==> src/rtl/bcd_pkg.sv <==
// bcd_pkg: shared BCD digit limits, default step and FSM encoding for the
// multiples-of-11 generator.
package bcd_pkg;
  localparam int BCD_DIGIT_W = 4;
  localparam int BCD_MAX_DIGIT = 9;
  localparam logic [15:0] DEF_STEP_BCD = 16'h0011;
  typedef enum logic [1:0] {IDLE = 2'd0, RUN = 2'd1, DONE = 2'd2} state_t;
endpackage

==> src/rtl/bcd_digit_add.sv <==
// bcd_digit_add: one packed-BCD digit adder with +6 decimal correction.
module bcd_digit_add
  import bcd_pkg::*;
(
  input  logic [BCD_DIGIT_W-1:0] a,
  input  logic [BCD_DIGIT_W-1:0] b,
  input  logic                   cin,
  output logic [BCD_DIGIT_W-1:0] sum,
  output logic                   cout
);
  logic [BCD_DIGIT_W:0] raw;
  assign raw  = {1'b0, a} + {1'b0, b} + {{BCD_DIGIT_W{1'b0}}, cin};
  assign cout = raw > (BCD_DIGIT_W+1)'(BCD_MAX_DIGIT);
  assign sum  = cout ? raw[BCD_DIGIT_W-1:0] + BCD_DIGIT_W'(6) : raw[BCD_DIGIT_W-1:0];
endmodule

==> src/rtl/bcd_mult11_gen.sv <==
// bcd_mult11_gen: valid/ready producer of packed-BCD multiples of STEP_BCD,
// counted or free-running, with done and wrap pulses.
module bcd_mult11_gen
  import bcd_pkg::*;
#(
  parameter int                          DIGITS   = 4,
  parameter logic [BCD_DIGIT_W*DIGITS-1:0] STEP_BCD = (BCD_DIGIT_W*DIGITS)'(DEF_STEP_BCD),
  parameter int                          CNT_W    = 10
) (
  input  logic                          clk,
  input  logic                          rst_n,
  input  logic                          start,
  input  logic [CNT_W-1:0]              count_in,
  input  logic                          abort,
  output logic [BCD_DIGIT_W*DIGITS-1:0] out_bcd,
  output logic                          out_valid,
  input  logic                          out_ready,
  output logic                          busy,
  output logic                          done,
  output logic                          wrap
);
  localparam int W = BCD_DIGIT_W * DIGITS;
  state_t           state_q, state_d;
  logic [W-1:0]     bcd_q, bcd_d, bcd_nxt;
  logic [CNT_W-1:0] rem_q, rem_d;
  logic             wrap_q, wrap_d;
  logic [DIGITS:0]  c;
  assign c[0] = 1'b0;
  for (genvar g = 0; g < DIGITS; g++) begin : g_dig
    bcd_digit_add u_add (
      .a   (bcd_q[g*BCD_DIGIT_W +: BCD_DIGIT_W]),
      .b   (STEP_BCD[g*BCD_DIGIT_W +: BCD_DIGIT_W]),
      .cin (c[g]),
      .sum (bcd_nxt[g*BCD_DIGIT_W +: BCD_DIGIT_W]),
      .cout(c[g+1])
    );
  end
  // A carry out of the top digit restarts the sequence at zero rather than
  // keeping the truncated low digits.
  always_comb begin
    state_d = state_q;
    bcd_d   = bcd_q;
    rem_d   = rem_q;
    wrap_d  = 1'b0;
    if (abort) state_d = IDLE;
    else
      case (state_q)
        IDLE: if (start) begin
          state_d = RUN;
          bcd_d   = '0;
          rem_d   = count_in;
        end
        RUN: if (out_ready) begin
          if (rem_q == CNT_W'(1)) state_d = DONE;
          else begin
            bcd_d  = c[DIGITS] ? '0 : bcd_nxt;
            wrap_d = c[DIGITS];
            rem_d  = (rem_q == '0) ? rem_q : rem_q - 1'b1;
          end
        end
        default: state_d = IDLE;
      endcase
  end
  always_ff @(posedge clk or negedge rst_n)
    if (!rst_n) begin
      state_q <= IDLE;
      bcd_q   <= '0;
      rem_q   <= '0;
      wrap_q  <= 1'b0;
    end else begin
      state_q <= state_d;
      bcd_q   <= bcd_d;
      rem_q   <= rem_d;
      wrap_q  <= wrap_d;
    end
  assign out_bcd   = bcd_q;
  assign out_valid = state_q == RUN;
  assign busy      = state_q != IDLE;
  assign done      = state_q == DONE;
  assign wrap      = wrap_q;
endmodule

==> config.mk <==
export PLATFORM = sky130hd
export DESIGN_NAME = bcd_mult11_gen
export DESIGN_NICKNAME = d
export VERILOG_FILES = /design/src/rtl/bcd_pkg.sv /design/src/rtl/bcd_digit_add.sv /design/src/rtl/bcd_mult11_gen.sv
export SDC_FILE = /design/constraint.sdc
export NUM_CORES = 1
export LEC_CHECK = 0
export ABC_AREA = 1
export ABC_CLOCK_PERIOD_IN_PS = 18500
export CORE_UTILIZATION = 60
export CTS_BUF_LIST = sky130_fd_sc_hd__clkbuf_4 sky130_fd_sc_hd__clkbuf_8
export CTS_CLUSTER_DIAMETER = 200
export CTS_CLUSTER_SIZE = 24
export DETAILED_ROUTE_END_ITERATION = 8
export PLACE_DENSITY = 0.85
export SETUP_SLACK_MARGIN = 0.5
export SLEW_MARGIN = 20
export SYNTH_ARGS = -nofsm -noshare
export SYNTH_HDL_FRONTEND = slang
export SYNTH_HIERARCHICAL = 1
export SYNTH_SLANG_ARGS = --single-unit
==> constraint.sdc <==
create_clock -name clk -period 18.5 [get_ports clk]
set_input_delay 1.85 -clock clk [delete_from_list [all_inputs] [get_ports clk]]
set_output_delay 1.85 -clock clk [all_outputs]
set_load 0.01 [all_outputs]
[After elaboration in Yosys (flattened, before gate mapping)]
Index checks and enable logic that the tools add are counted.
Storage, ports and cells
  bits in registers: 29
  latch bits: 0
  memory bits (writable): 0
  ROM bits: 0
  input bits: 15
  output and inout bits: 20
  word-level logic and storage cells: 57
  memories kept: 0
Operators by class
  add/sub/neg operators: 9
  multiply operators: 0
  divide/modulo/power cells: 0
  $lt $le $gt $ge: 4
  equal/unequal tests: 10
  shift operators: 0
  mux-type cells: 22
  bitwise gates (word level): 1
  reduce and logical (&&, ||, !) cells: 7
Operators with widths (number)
  $mux 16: 4
  $mux 10: 4
  $pmux 16 s2: 1
  $gt 5x4->1 const B: 4
  $pmux 10 s2: 1
  $add 4x3->4 const B: 3
  $mux 4: 3
  $add 4x1->5: 2
  $add 4x1->5 const B: 2
  $eq 10x1->1 const B: 1
  $logic_not 10->1: 1
  $sub 10x1->10 const B: 1
  $mux 2: 4
  $ne 2x2->1 const B: 3
  $ne 3x2->1 const B: 2
  $reduce_and 6->1: 1
  $add 5x1->5: 1
  $reduce_and 5->1: 1
  $mux 1: 4
  $pmux 2 s2: 1
  $reduce_bool 2->1: 2
  $ne 3x3->1 const B: 1
  $reduce_and 3->1: 1
  $eq 2x1->1 const B: 1
  other kinds (4): 4

[Longest topological paths before layout]
  word-level depth: 12
  mapped depth: 40
  mapped depth without buffers: 40

[By module]
The synthesis kept the hierarchy.
By module, submodules not included
  bcd_mult11_gen: times used 1, cells an instance 224, area an instance 1702.9 µm², sequential area each 725.7 µm²
  bcd_digit_add at g_dig[1].u_add ...: times used 3, cells an instance 47, area an instance 300.3 µm², sequential area each 0.0 µm²
  bcd_digit_add at g_dig[0].u_add: times used 1, cells an instance 45, area an instance 299.0 µm², sequential area each 0.0 µm²

[Worst setup path before layout]
No wires, ideal clock.
  path kind: register to register
  from: reg bcd_q[0] (netlist: out_bcd[0])
  to: reg bcd_q[0] (netlist: out_bcd[0])
  setup time: 74 ps
  data arrival time: 6653 ps
  required time: 18426 ps
  slack: 11773 ps
  stages on the path, launching flop included: 41
  path buffers: 1
  clock period less this slack: 6727 ps
  cells stage by stage: dfrtp_1 -> fa_1 -> fa_1 -> inv_1 -> nand2_1 -> nand2_2 -> ha_1 -> a21oi_4 -> nand2_4 -> nand2_4 -> fa_1 -> fa_1 -> inv_1 -> nand2_2 -> nand2_2 -> ha_1 -> a21oi_4 -> nand2_4 -> (+5 left out) -> nand2_2 -> ha_1 -> a21oi_4 -> nand2_4 -> nand2_4 -> fa_1 -> fa_1 -> inv_1 -> nand2_2 -> nand2_2 -> ha_1 -> a21oi_4 -> nand2_4 -> nand2_4 -> nor2_4 -> buf_4 -> nand2_1 -> o21ai_2
On the way
  cells in the longest elaborated chain, start to end: 12
  elaborated cells between the ends (all ways): 14
  classes of those cells: add/sub: 5; order compare: 4; mux: 5
Ends and longest elaborated chain
  start: declaration: RTL line bcd_mult11_gen.sv:24  | logic [W-1:0] bcd_q, bcd_d, bcd_nxt;
  start signal: assignment: RTL line bcd_mult11_gen.sv:67  | bcd_q <= '0;
  start signal: assignment: RTL line bcd_mult11_gen.sv:72  | bcd_q <= bcd_d;
  $add 4x1->5: RTL line bcd_digit_add.sv:12  | assign raw = {1'b0, a} + {1'b0, b} + {{BCD_DIGIT_W{1'b0}}, cin};
  $gt 5x4->1: RTL line bcd_digit_add.sv:13  | assign cout = raw > (BCD_DIGIT_W+1)'(BCD_MAX_DIGIT);
  via c[1]: RTL line bcd_mult11_gen.sv:27  | logic [DIGITS:0] c;
  $add 5x1->5: RTL line bcd_digit_add.sv:12
  $gt 5x4->1: RTL line bcd_digit_add.sv:13
  via c[2]: RTL line bcd_mult11_gen.sv:27
  $add 4x1->5: RTL line bcd_digit_add.sv:12
  $gt 5x4->1: RTL line bcd_digit_add.sv:13
  via c[3]: RTL line bcd_mult11_gen.sv:27
  $add 4x1->5: RTL line bcd_digit_add.sv:12
  $gt 5x4->1: RTL line bcd_digit_add.sv:13
  via c[4]: RTL line bcd_mult11_gen.sv:27
  $mux 16: RTL line bcd_mult11_gen.sv:56  | bcd_d = c[DIGITS] ? '0 : bcd_nxt;
  $mux 16: RTL line bcd_mult11_gen.sv:54  | if (rem_q == CNT_W'(1)) state_d = DONE;
  $mux 16: RTL line bcd_mult11_gen.sv:53  | RUN: if (out_ready) begin
  $pmux 16 s2: RTL line bcd_mult11_gen.sv:47  | case (state_q)
The timed path passes the listed nets, and every way through them passes these cells. The select of a mux whose other input is x is not followed.
A chain may end at the register's enable or synchronous reset.

[Worst setup path after layout]
  from: reg bcd_q[0] (netlist: out_bcd[0])
  to: reg bcd_q[9] (netlist: out_bcd[9])
Same word-level chain as after synthesis.

==> flow_summary.yaml <==
status:
  outcome: "finished, final reports clean"
layout:
  stdcell_count: 518
  final_area_um2: 3422
  n_antenna_cell: 0
  drive_above_1_share: 0.1567
  final_cell_mix: "140 x nand2_1, 50 x inv_1, 45 x nand3_1, 34 x clkdlybuf4s50_1, 29 x dfrtp_1"
  nets: 506
  area_growth_syn_to_layout_pct: 17.89
  layout_commonest_cell: "nand2_1"
logic_synthesis:
  ys_seq_elements: 29
  synth_cell_type_count: 31
  synthArstFlopShare: 1.000
  synth_warnings: 6
  ys.flop_type: "dfrtp_1"
  postSynthCellCount: 410
  syn_area_um2: 2903
  ys_seq_area_frac: 0.2500
  synth_enable_flop_cells: 0
  avgSynthCellArea_um2: 7.080
sta:
  fin_crit_ns: 7.213
  relSlewSlack: 0.6012
  final.setup.tns_ns: 0
  hold_viol_final: 0
  fin_crit_sh: 0.3899
  final_max_slew_viol_count: 0
  finalClockSkew_ns: 0.01119
  setup_viol: 0
  max_clock_freq_ghz: 0.1386
  rsz0062_at_grt: "no"
  tightestPinTransition_ns: 0.5975
placed_design:
  dp.cells: 510
  place_area_um2: 3321
  hpwl_um: 4718
  port-buffer-count: 34
  routabilityCongestion: 0.9110
global_routing:
  grt_use_total: 0.2586
  grt_pass1_wl_um: 10560
  first_global_vias: 2493
  grt_max_degree: 34
  antenna_found_initial: 0
  globalRouteOverflowTotal: 0
setup_path:
  rrSetupSlack_ns: 11.29
  path_max_fanout: 16
  critical_path_arrival_ns: 7.40
  end_kind: "flop"
  crit_type: "reg2reg"
  max_stage_delay_ns: 0.48
  required_ns: 18.69
  setup.worst_path.start_class: "flop"
  reg2reg_depth: 39
  rr_endpoint: "out_bcd[9]"
  r2r_start: "out_bcd[0]"
  crit_cells: 39
  cpLargestDelayFamily: "adder cells"
  crit_slowest_cell: "fa_1"
  crit_buf_inv: 4
floorplan:
  start_util: 0.6444
  fp-row-count: 24
  core_um2: 4504
  ios: 35
  die-area_um2: 5120
  die_h_um: 71.56
  die_x_um: 71.56
cts:
  clock_latency_ns: 0.28
  numCtsBuffers: 5
  max-clock-path-buffers: 2
  htreeDepth: 2
  clock_sinks: 29
  cts_resized: 0
  cts_tree: "built"
  root_buffer: "clkbuf_8"
  hold_buffers: 0
  cts_setup_buffers: 0
  path_clk_slew_ns: 0.06
drt:
  wl_um: 6092
  drtPass1Iterations: 4
  drtIter0Drc: 129
  wire_per_inst_um: 11.76
  antenna_left: 0
  route.detailed.drc: 0
  via_per_inst: 5.050
  vias: 2616
power_and_ir_drop:
  total_leakage_power_nw: 1.808
  p_total_mw: 0.6256
  power.density_nw_per_um2: 182.8
  ir_worst_vdd_mv: 0.1549
min_path:
  hp-start: "out_bcd[10]"
  worstHoldEndpoint: "out_bcd[10]"
  holdPathStages: 2
  hp-class: "reg2reg"
job:
  drv_cap: 0
[through the flow]
stage	worst slack (ns)	hold slack (ns)	util
after detailed placement	11.32	0.5105	0.7372
after floorplan	11.77	0.4714	-
final	11.29	0.5269	0.7597
after global routing	10.87	0.5587	0.7597
after CTS	11.28	0.5264	0.7597
after global placement	11.56	0.4934	0.7372
[worst register-to-register path: cells and delay by family, from the launching register on]
kind / cells / cell delay, ns
AO/OA/AOI/OAI: 5 / 0.37
adder cells (fa/ha/maj): 12 / 4.36
flip-flops: 1 / 0.41
AND/OR/NAND/NOR: 18 / 1.70
buffers and inverters: 4 / 0.31
[cells in the mapped netlist, types with 4 or more instances]
cell | count | share of area
a21oi_2 | 4 | 0.012
nor2_4 | 4 | 0.016
inv_2 | 4 | 0.0052
nor2_2 | 4 | 0.0086
o21ai_2 | 10 | 0.030
a21oi_1 | 5 | 0.0086
ha_1 | 18 | 0.078
nand2_4 | 9 | 0.035
dfrtp_1 | 29 | 0.25
nand2_2 | 20 | 0.043
a21oi_4 | 4 | 0.022
nand2_1 | 140 | 0.18
o21ai_0 | 8 | 0.014
o21ai_1 | 6 | 0.010
inv_1 | 50 | 0.065
nand3_1 | 45 | 0.078
nor2_1 | 23 | 0.030
fa_1 | 8 | 0.055
[worst max-delay path by stage]
stage | startpoint | end | slack, ns
floorplan | out_bcd[0] | out_bcd[0] | 11.77
global placement | out_bcd[0] | out_bcd[9] | 11.56
detailed placement | out_bcd[0] | out_bcd[9] | 11.32
CTS | out_bcd[0] | out_bcd[9] | 11.28
global route | out_bcd[0] | out_bcd[9] | 10.87
finish | out_bcd[0] | out_bcd[9] | 11.29
[cell type report]
type,count,area (um^2)
multi-input cells,340,1979
fillers,346,1082
flip-flops and latches,29,725.7
repair buffers,35,347.8
inverters,54,202.7
clock buffers,7,96.34
well taps,52,65.06
clock inverters,1,5.005
[power breakdown]
group          switching, mW  total (mW)  internal (mW)
sequential            0.0270       0.113         0.0860
combinational          0.278       0.455          0.177
clock                 0.0242      0.0578         0.0336
[cells by family (layout without fill, tap and decap cells)]
group / count (synthesis) / in the layout / synth area share
compound gates: 40 / 40 / 0.1047
fa+ha+maj: 26 / 26 / 0.1328
buf+inv: 60 / 97 / 0.09267
flops: 29 / 29 / 0.2500
other cells: 2 / 21 / 0.002587
simple gates: 253 / 253 / 0.4172
[registers in the layout, summed over array words and instances (netlist names)]
register and flops:
out_bcd 16, rem_q 10, wrap 1, state_q 2
[routing by layer]
layer,track usage,up-vias,wire length [um]
li1,-,1382,-
met1,0.3225,1178,2803
met2,0.4762,49,3042
met3,0.02954,7,175
met4,0.06754,0,70
met5,0,-,0
Note: power is estimated with default switching activity, not from simulation.
